<file path="src/rtl/black_box_passthrough2.sv">
// rtl/black_box_passthrough2.sv - combinational pass-through with registered activity monitors
module black_box_passthrough2 #(
  parameter int WIDTH = 1,
  parameter int CNT_W = 16
) (
  input  logic             clock,
  input  logic             reset,
  input  logic [WIDTH-1:0] in,
  output logic [WIDTH-1:0] out,
  input  logic             clr,
  output logic [WIDTH-1:0] in_q,
  output logic [CNT_W-1:0] toggle_count,
  output logic [CNT_W-1:0] high_count,
  output logic             seen_zero
);

  localparam logic [WIDTH-1:0] ALL_ONES = {WIDTH{1'b1}};
  localparam logic [WIDTH-1:0] ALL_ZERO = '0;
  localparam logic [CNT_W-1:0] CNT_MAX  = {CNT_W{1'b1}};
  localparam logic [CNT_W-1:0] CNT_ONE  = {{(CNT_W-1){1'b0}}, 1'b1};

  // Suppresses the toggle comparison against the reset value of in_q.
  logic first;

  logic toggle_hit;
  logic high_hit;
  logic zero_hit;

  // Data path is a plain wire: no clock, reset or clear dependency.
  assign out = in;

  // Per-cycle event decode against the previous sample.
  always_comb begin
    toggle_hit = 1'b0;
    high_hit   = 1'b0;
    zero_hit   = 1'b0;
    if (!first && (in != in_q)) begin
      toggle_hit = 1'b1;
    end
    if (in == ALL_ONES) begin
      high_hit = 1'b1;
    end
    if (in == ALL_ZERO) begin
      zero_hit = 1'b1;
    end
  end

  // Delayed copy and first-cycle marker; clear does not stop in_q loading.
  always_ff @(posedge clock) begin
    if (!reset) begin
      in_q  <= '0;
      first <= 1'b1;
    end else begin
      in_q  <= in;
      first <= 1'b0;
    end
  end

  // Saturating toggle counter.
  always_ff @(posedge clock) begin
    if (!reset || clr) begin
      toggle_count <= '0;
    end else if (toggle_hit && (toggle_count != CNT_MAX)) begin
      toggle_count <= toggle_count + CNT_ONE;
    end
  end

  // Saturating all-ones cycle counter.
  always_ff @(posedge clock) begin
    if (!reset || clr) begin
      high_count <= '0;
    end else if (high_hit && (high_count != CNT_MAX)) begin
      high_count <= high_count + CNT_ONE;
    end
  end

  // Sticky all-zero flag.
  always_ff @(posedge clock) begin
    if (!reset || clr) begin
      seen_zero <= 1'b0;
    end else if (zero_hit) begin
      seen_zero <= 1'b1;
    end
  end

endmodule

</file>
<file path="config.mk">
export PLATFORM = sky130hd
export DESIGN_NAME = black_box_passthrough2
export DESIGN_NICKNAME = d
export VERILOG_FILES = /design/src/rtl/black_box_passthrough2.sv
export SDC_FILE = /design/constraint.sdc
export NUM_CORES = 1
export LEC_CHECK = 0
export BUFFER_PORTS_ARGS = -buffer_cell sky130_fd_sc_hd__buf_2
export CELL_PAD_IN_SITES_DETAIL_PLACEMENT = 0
export CELL_PAD_IN_SITES_GLOBAL_PLACEMENT = 1
export CORE_MARGIN = 2
export CORE_UTILIZATION = 42
export DETAILED_ROUTE_END_ITERATION = 10
export GPL_TIMING_DRIVEN = 0
export HOLD_SLACK_MARGIN = 0.1
export PLACE_DENSITY_LB_ADDON = 0.1
export RECOVER_POWER = 25
export SETUP_SLACK_MARGIN = 0.5
export SLEW_MARGIN = 20
export SYNTH_ARGS = -nofsm -noshare
export SYNTH_HDL_FRONTEND = slang
export SYNTH_SLANG_ARGS = --single-unit
</file>
<file path="constraint.sdc">
create_clock -name clock -period 3.2 [get_ports clock]
set_clock_uncertainty 0.15 [all_clocks]
set_input_delay 0.48 -clock clock [delete_from_list [all_inputs] [get_ports clock]]
set_output_delay 0.48 -clock clock [all_outputs]
set_load 0.005 [all_outputs]
</file>
==> impl_metrics.ini, run 1 <==
[run_status]
run_status = completed

[sta]
setup_total_negative_slack_ns = 0
worst_margin_slew_ns = 0.8011
hold_violations_final = 0
max_slew_margin = 0.4610
final-setup-viol-count = 0
final_max_slew_viol_count = 0
finalCriticalPeriod_ns = 2.333
finalCritPeriodShare = 0.7292
holdWs_ns = 0.2645
fmax_mhz = 428.6
grt_setup_unrepaired = no

[floorplanning]
floorplan.core_area_sq_um = 4000
die_footprint_sq_um = 4716
die_x_um = 68.67
rows = 23
start_util = 0.4392
ioPinCount = 39
die_h_um = 68.67

[global_routing]
globalRouteMet1Util = 0.2485
grt_start_max_net_pins = 11
grt_pass1_vias = 1526
grt_most_used_layer = met2
grt.overflow.total = 0
grt_first_pass_wirelength_um = 6975
groute.layer.met3.usage = 0.05357
grt_antenna_before_repair = 0
grt_overall_usage = 0.1986
grt_use_met2 = 0.3281

[cells_and_area]
drive_above_1_share = 0.1800
antenna_diode_count = 0
layout.cell_area.non_filler_sq_um = 2096
filler_cell_count = 411
final_nets = 255
area_delta_synth_final_pct = 19.30
commonest_cells_after_routing_fill_and_taps_aside = sky130_fd_sc_hd__dfxtp_1, sky130_fd_sc_hd__buf_2, sky130_fd_sc_hd__a21oi_1, sky130_fd_sc_hd__clkbuf_1, sky130_fd_sc_hd__or4_1
layout.cells.most_common = sky130_fd_sc_hd__dfxtp_1

[logic_synthesis]
mappedNetlistNets = 211
netlist_instances = 205
post_synth_edffs = 0
synth.cell_area_sq_um = 1757
synth_flop_cell = sky130_fd_sc_hd__dfxtp_1
ys_warn_count = 0
synth_seq_area_share = 0.3989
postSynthAreaPerCell_sq_um = 8.569
yosys_register_bits = 35
ys_async_sr_fraction = 0
synthDistinctLibCells = 40

[cts]
ctsResizeCount = 0
cts_hold_buffers = 0
clk-insertion-delay-late_ns = 0.29
cts.path.max_buffers = 2
cts.sink_count = 35
ctsRootBufferMaster = sky130_fd_sc_hd__clkbuf_8
tritoncts.num_buffers = 5
h-tree-depth = 2
cts.reportedPaths.clkPinSlew_ns = 0.07
tritoncts = done
postCtsSetupRepairBufs = 0

[worst_setup_path]
launching_element_type_of_the_critical_path = flop
crit_top_cell = sky130_fd_sc_hd__or4_1
worst_setup_path_end_kind = flop
timing_endpoint_of_the_critical_path = toggle_count[14]
regToRegSetupSlack_ns = 0.87
worstSetupPathType = flop to flop
reg2reg_from = toggle_count[0]
arrival_ns = 2.40
critPathLaunch = toggle_count[0]
worst_path_largest_cell_delay_ns = 0.54
ordered_cell_list_for_the_critical_path = ha_1 -> inv_1 -> or4_1 -> clkbuf_1 -> or4_1 -> a21oi_1
cp.depth = 6
critical_path.reg2reg.endpoint = toggle_count[14]
timing.critical_path.buf_inv = 2
critical_path_required_ns = 3.26
max_fo_critical_path = 7
gate_family_responsible_for_the_most_delay_along_the_worst_path = simple AND/OR/NAND/NOR gates
worst_r2r_path_depth = 6
cell_at_the_slowest_stage_of_the_critical_path = sky130_fd_sc_hd__or4_1

[drt]
num_vias = 1755
drt.antenna.violating_nets = 0
detailedRoute.firstIterationViolations = 87
drc = 0
post_drt_via_cell_ratio = 5.850
postRouteWirelength_um = 4304
route.detailed.wl_per_inst_um = 14.35
number_of_optimization_iterations_in_the_first_detailed_route_pass = 4

[placement]
postPlaceCellArea_sq_um = 2004
port-buffer-count = 37
globalplace.congestion = 0.8182
dp_hpwl_um = 3094

[hold_path]
worst_hold_path_type = input pin to flop

[job]
cap_violations = 0

[pwr]
total_leakage_power_uw = 0.0007350
powerDensity_nw_per_um2 = 397.2
worst_ir_drop_vdd_mv = 0.1891
post-layout-total-power_uw = 832.4
synth_stat cells (2+ instances only):
cell | count | area (sq um)
sky130_fd_sc_hd__or3_1 | 4 | 25.02
sky130_fd_sc_hd__a21oi_1 | 19 | 95.09
sky130_fd_sc_hd__ha_1 | 2 | 25.02
sky130_fd_sc_hd__a31oi_1 | 3 | 18.77
sky130_fd_sc_hd__mux2i_1 | 2 | 20.02
sky130_fd_sc_hd__nand3_1 | 10 | 50.05
sky130_fd_sc_hd__a211oi_1 | 4 | 30.03
sky130_fd_sc_hd__nor4_1 | 6 | 37.54
sky130_fd_sc_hd__nand2_1 | 12 | 45.04
sky130_fd_sc_hd__or2_2 | 3 | 18.77
sky130_fd_sc_hd__clkbuf_1 | 5 | 18.77
sky130_fd_sc_hd__xor2_1 | 2 | 17.52
sky130_fd_sc_hd__inv_1 | 7 | 26.28
sky130_fd_sc_hd__or4_1 | 13 | 97.59
sky130_fd_sc_hd__o31ai_1 | 9 | 67.56
sky130_fd_sc_hd__o41ai_1 | 2 | 17.52
sky130_fd_sc_hd__a41oi_1 | 2 | 17.52
sky130_fd_sc_hd__nand4_1 | 11 | 68.82
sky130_fd_sc_hd__o21ai_0 | 8 | 40.04
sky130_fd_sc_hd__dfxtp_1 | 35 | 700.7
sky130_fd_sc_hd__and2_1 | 3 | 18.77
sky130_fd_sc_hd__a311oi_1 | 3 | 26.28
sky130_fd_sc_hd__o311ai_0 | 3 | 26.28
sky130_fd_sc_hd__and3_1 | 8 | 50.05
sky130_fd_sc_hd__nor2_1 | 10 | 37.54
sky130_fd_sc_hd__nor3_1 | 2 | 10.01
sky130_fd_sc_hd__and4_1 | 4 | 35.03
worst min path at each step:
| stage | cells past startpoint | slack, ns | to | start |
|---|---|---|---|---|
| 2_1_floorplan | 2 | 0.29 | seen_zero | seen_zero |
| 3_3_place_gp | 2 | 0.28 | seen_zero | seen_zero |
| 3_5_place_dp | 2 | 0.29 | seen_zero | seen_zero |
| 4_1_cts | 2 | 0.24 | first | reset |
| 5_1_grt | 2 | 0.26 | first | reset |
| 6_report | 2 | 0.26 | first | reset |
through the flow:
step | cells | setup slack, ns | utilization
after global routing | 300 | 0.6393 | 0.5239
after floorplan | 205 | 1.010 | -
final | 300 | 0.8666 | 0.5239
after global placement | 292 | 0.8893 | 0.5011
after CTS | 300 | 0.8633 | 0.5261
after detailed placement | 292 | 0.8956 | 0.5011
metal layers:
| layer | share of wire | vias to the layer above | wire length [um] |
|---|---|---|---|
| met5 | 0 | - | 0 |
| met4 | 0.015 | 0 | 63 |
| met3 | 0.046 | 6 | 199 |
| met2 | 0.46 | 30 | 1984 |
| met1 | 0.48 | 822 | 2055 |
| li1 | - | 897 | - |
registers in the layout, summed over array words and instances (netlist names):
| signal | count |
|---|---|
| first | 1 |
| high_count | 16 |
| toggle_count | 16 |
| in_q | 1 |
| seen_zero | 1 |
cell families after synthesis:
logic type,after synthesis,share of synthesized area
compound gates,57,0.2165
xor+xnor,4,0.02422
fa+ha+maj,2,0.01424
buf+inv,16,0.04131
flops,35,0.3989
mux,2,0.01140
simple gates,89,0.2935
where the power goes:
| group | internal [uW] | switching (uW) |
|---|---|---|
| sequential | 439 | 4.38 |
| clock | 197 | 158 |
| combinational | 13.2 | 21.3 |
| total | 649 | 184 |
final cells by class:
| class | count | area [sq um] | share of cell area |
|---|---|---|---|
| plain buffers | 9 | 46.29 | 0.02209 |
| inverters | 7 | 26.28 | 0.01254 |
| well taps | 50 | 62.56 | 0.02985 |
| clock buffers | 8 | 100.1 | 0.04776 |
| repair buffers | 37 | 176.4 | 0.08418 |
| multi-input cells | 154 | 983.4 | 0.4693 |
| flip-flops and latches | 35 | 700.7 | 0.3343 |
No activity file was read; power rests on OpenSTA's default activity.
==> inputs of run 2 (changes only) <==
CORE_UTILIZATION = 35   (was 42)
clock period = 2 ns   (was 3.2 ns; I/O delays follow)
==> run 2 against run 1 <==
The run now ends with negative setup slack left. Design area up 52%. Final cell count up 28%. Flip-flop and latch count unchanged. Non-clock buffer count up 67. Combinational power rose to 3.1 times the previous value. Global-route usage up 0.91 points. Sequential share of layout area down 9.7 points. Critical path depth unchanged. Count of clock-buffer cells in the layout down 1. Die area up 19%. Critical path type unchanged. Largest power group unchanged.
==> impl_metrics.ini, run 2 (synthesized netlist as in run 1, its figures left out) <==
[run_status]
run_status = finished with violations
violations = negative setup slack

[floorplanning]
die_footprint_sq_um = 5602
die_x_um = 74.85
die_h_um = 74.85
rows = 25
start_util = 0.3671
ioPinCount = 39
floorplan.core_area_sq_um = 4786

[sta]
hold_violations_final = 0
fmax_mhz = 496.2
final-setup-viol-count = 2
max_slew_margin = 0.5743
postLayoutSetupSlackWorst_ns = -0.01530
finalCritPeriodShare = 1.008
worst_margin_slew_ns = 0.6386
final_max_slew_viol_count = 0
finalCriticalPeriod_ns = 2.015
grt_setup_unrepaired = yes

[cts]
cts.reportedPaths.clkPinSlew_ns = 0.07
cts.sink_count = 35
h-tree-depth = 2
tritoncts.num_buffers = 5
clk-insertion-delay-late_ns = 0.30
tritoncts = done
ctsRootBufferMaster = sky130_fd_sc_hd__clkbuf_8
cts.path.max_buffers = 2

[global_routing]
grt_use_met2 = 0.3402
grt_antenna_before_repair = 0
grt.overflow.total = 0
globalRouteMet1Util = 0.2700
grt_overall_usage = 0.2078
grt_first_pass_wirelength_um = 8976
grt_start_max_net_pins = 12
groute.layer.met3.usage = 0.04150
grt_most_used_layer = met2
grt_pass1_vias = 1893

[drt]
drc = 0
detailedRoute.firstIterationViolations = 160
drt.antenna.violating_nets = 0
post_drt_via_cell_ratio = 5.586
number_of_optimization_iterations_in_the_first_detailed_route_pass = 4
num_vias = 2145
postRouteWirelength_um = 6211
route.detailed.wl_per_inst_um = 16.17

[hold_path]
worst_hold_path_type = input pin to flop

[worst_setup_path]
regToRegSetupSlack_ns = -0.02
worst_path_largest_cell_delay_ns = 0.44
critical_path_required_ns = 2.07
gate_family_responsible_for_the_most_delay_along_the_worst_path = simple AND/OR/NAND/NOR gates
cell_at_the_slowest_stage_of_the_critical_path = sky130_fd_sc_hd__or4_4
worstSetupPathType = flop to flop
max_fo_critical_path = 6
ordered_cell_list_for_the_critical_path = nand4_1 -> buf_4 -> or4_4 -> buf_8 -> or4_4 -> a21oi_2
timing.critical_path.buf_inv = 2
crit_top_cell = sky130_fd_sc_hd__or4_4
arrival_ns = 2.08
launching_element_type_of_the_critical_path = flop
worst_setup_path_end_kind = flop

[placement]
globalplace.congestion = 0.7479
place_ws_ns = -0.1049
dpl.cell_count = 309
postPlaceCellArea_sq_um = 2175
port-buffer-count = 37
dp_hpwl_um = 3291

[cells_and_area]
layout.core_utilization = 0.6667
commonest_cells_after_routing_fill_and_taps_aside = sky130_fd_sc_hd__buf_4, sky130_fd_sc_hd__buf_2, sky130_fd_sc_hd__buf_6, sky130_fd_sc_hd__dfxtp_1, sky130_fd_sc_hd__a21oi_1
filler_cell_count = 399
drive_above_1_share = 0.5962
layout.cells.most_common = sky130_fd_sc_hd__buf_4
final_nets = 322
multi_input_comb_area_sq_um = 1350
layout.cell_area.non_filler_sq_um = 3191
finish.cell_count_without_fillers = 384
area_delta_synth_final_pct = 81.62
largest_registers = high_count x16, toggle_count x16
regArea_sq_um = 757.0
antenna_diode_count = 0

[pwr]
powerDensity_nw_per_um2 = 449.6
worst_ir_drop_vdd_mv = 0.2781
post-layout-total-power_uw = 1435
total_leakage_power_uw = 0.001323

[job]
cap_violations = 0
## run 2: cell count changes in the layout (fill, tap and decap cells not counted), sizes merged
cell	delta
clkbuf	-9
clkinv	+1
buf	+73
dlygate4sd3	+2
## run 2: repair_timing
item / in CTS / in global routing
buffers inserted: 46 / 18
hold endpoints to repair: 3 / 0
resized for setup: 53 / 54
pin swaps: 30 / 35
cloned: 1 / 0
hold buffers: 2 / 0
setup endpoints to repair: 33 / 33
## run 2: worst reg2reg max path, stage by stage, from the launching register on
cell and delay, ns:
sky130_fd_sc_hd__dfxtp_4 0.35, sky130_fd_sc_hd__nand4_1 0.15, sky130_fd_sc_hd__buf_4 0.18, sky130_fd_sc_hd__or4_4 0.44, sky130_fd_sc_hd__buf_8 0.15, sky130_fd_sc_hd__or4_4 0.41, sky130_fd_sc_hd__a21oi_2 0.11
## run 2: stage by stage
| step | TNS, ns | hold WS (ns) |
|---|---|---|
| after floorplan | 0 | 0.2253 |
| after global placement | -0.3931 | 0.2843 |
| after detailed placement | -0.3875 | 0.2877 |
| after CTS | 0 | 0.1075 |
| after global routing | -0.2138 | 0.1324 |
| final | -0.03026 | 0.1213 |
## run 2: path summary, 6_finish.rpt
check                                      from                to  depth (start not counted)
worst min register to register        seen_zero         seen_zero                          2
worst min-delay path                         in              in_q                          2
worst max-delay path            toggle_count[2]  toggle_count[10]                          6
worst max register to register  toggle_count[2]  toggle_count[10]                          6
## run 2: layer usage
layer	up-vias	share of wire
met5	-	0
met4	0	0.014
met3	9	0.042
met2	59	0.51
met1	1045	0.43
li1	1032	-
## run 2: area by class of cell
cell class,count,area share
clock inverters,1,0.001569
well taps,67,0.02627
flip-flops and latches,35,0.2373
multi-input cells,154,0.4231
inverters,7,0.009020
clock buffers,7,0.03373
repair buffers,104,0.2416
plain buffers,9,0.02745
## run 2: report_power, final
group | switching (uW) | internal, uW | total (uW)
Sequential | 8.05 | 688 | 696
Clock | 279 | 353 | 632
Combinational | 55.6 | 50.8 | 106
Total | 342 | 1090 | 1430
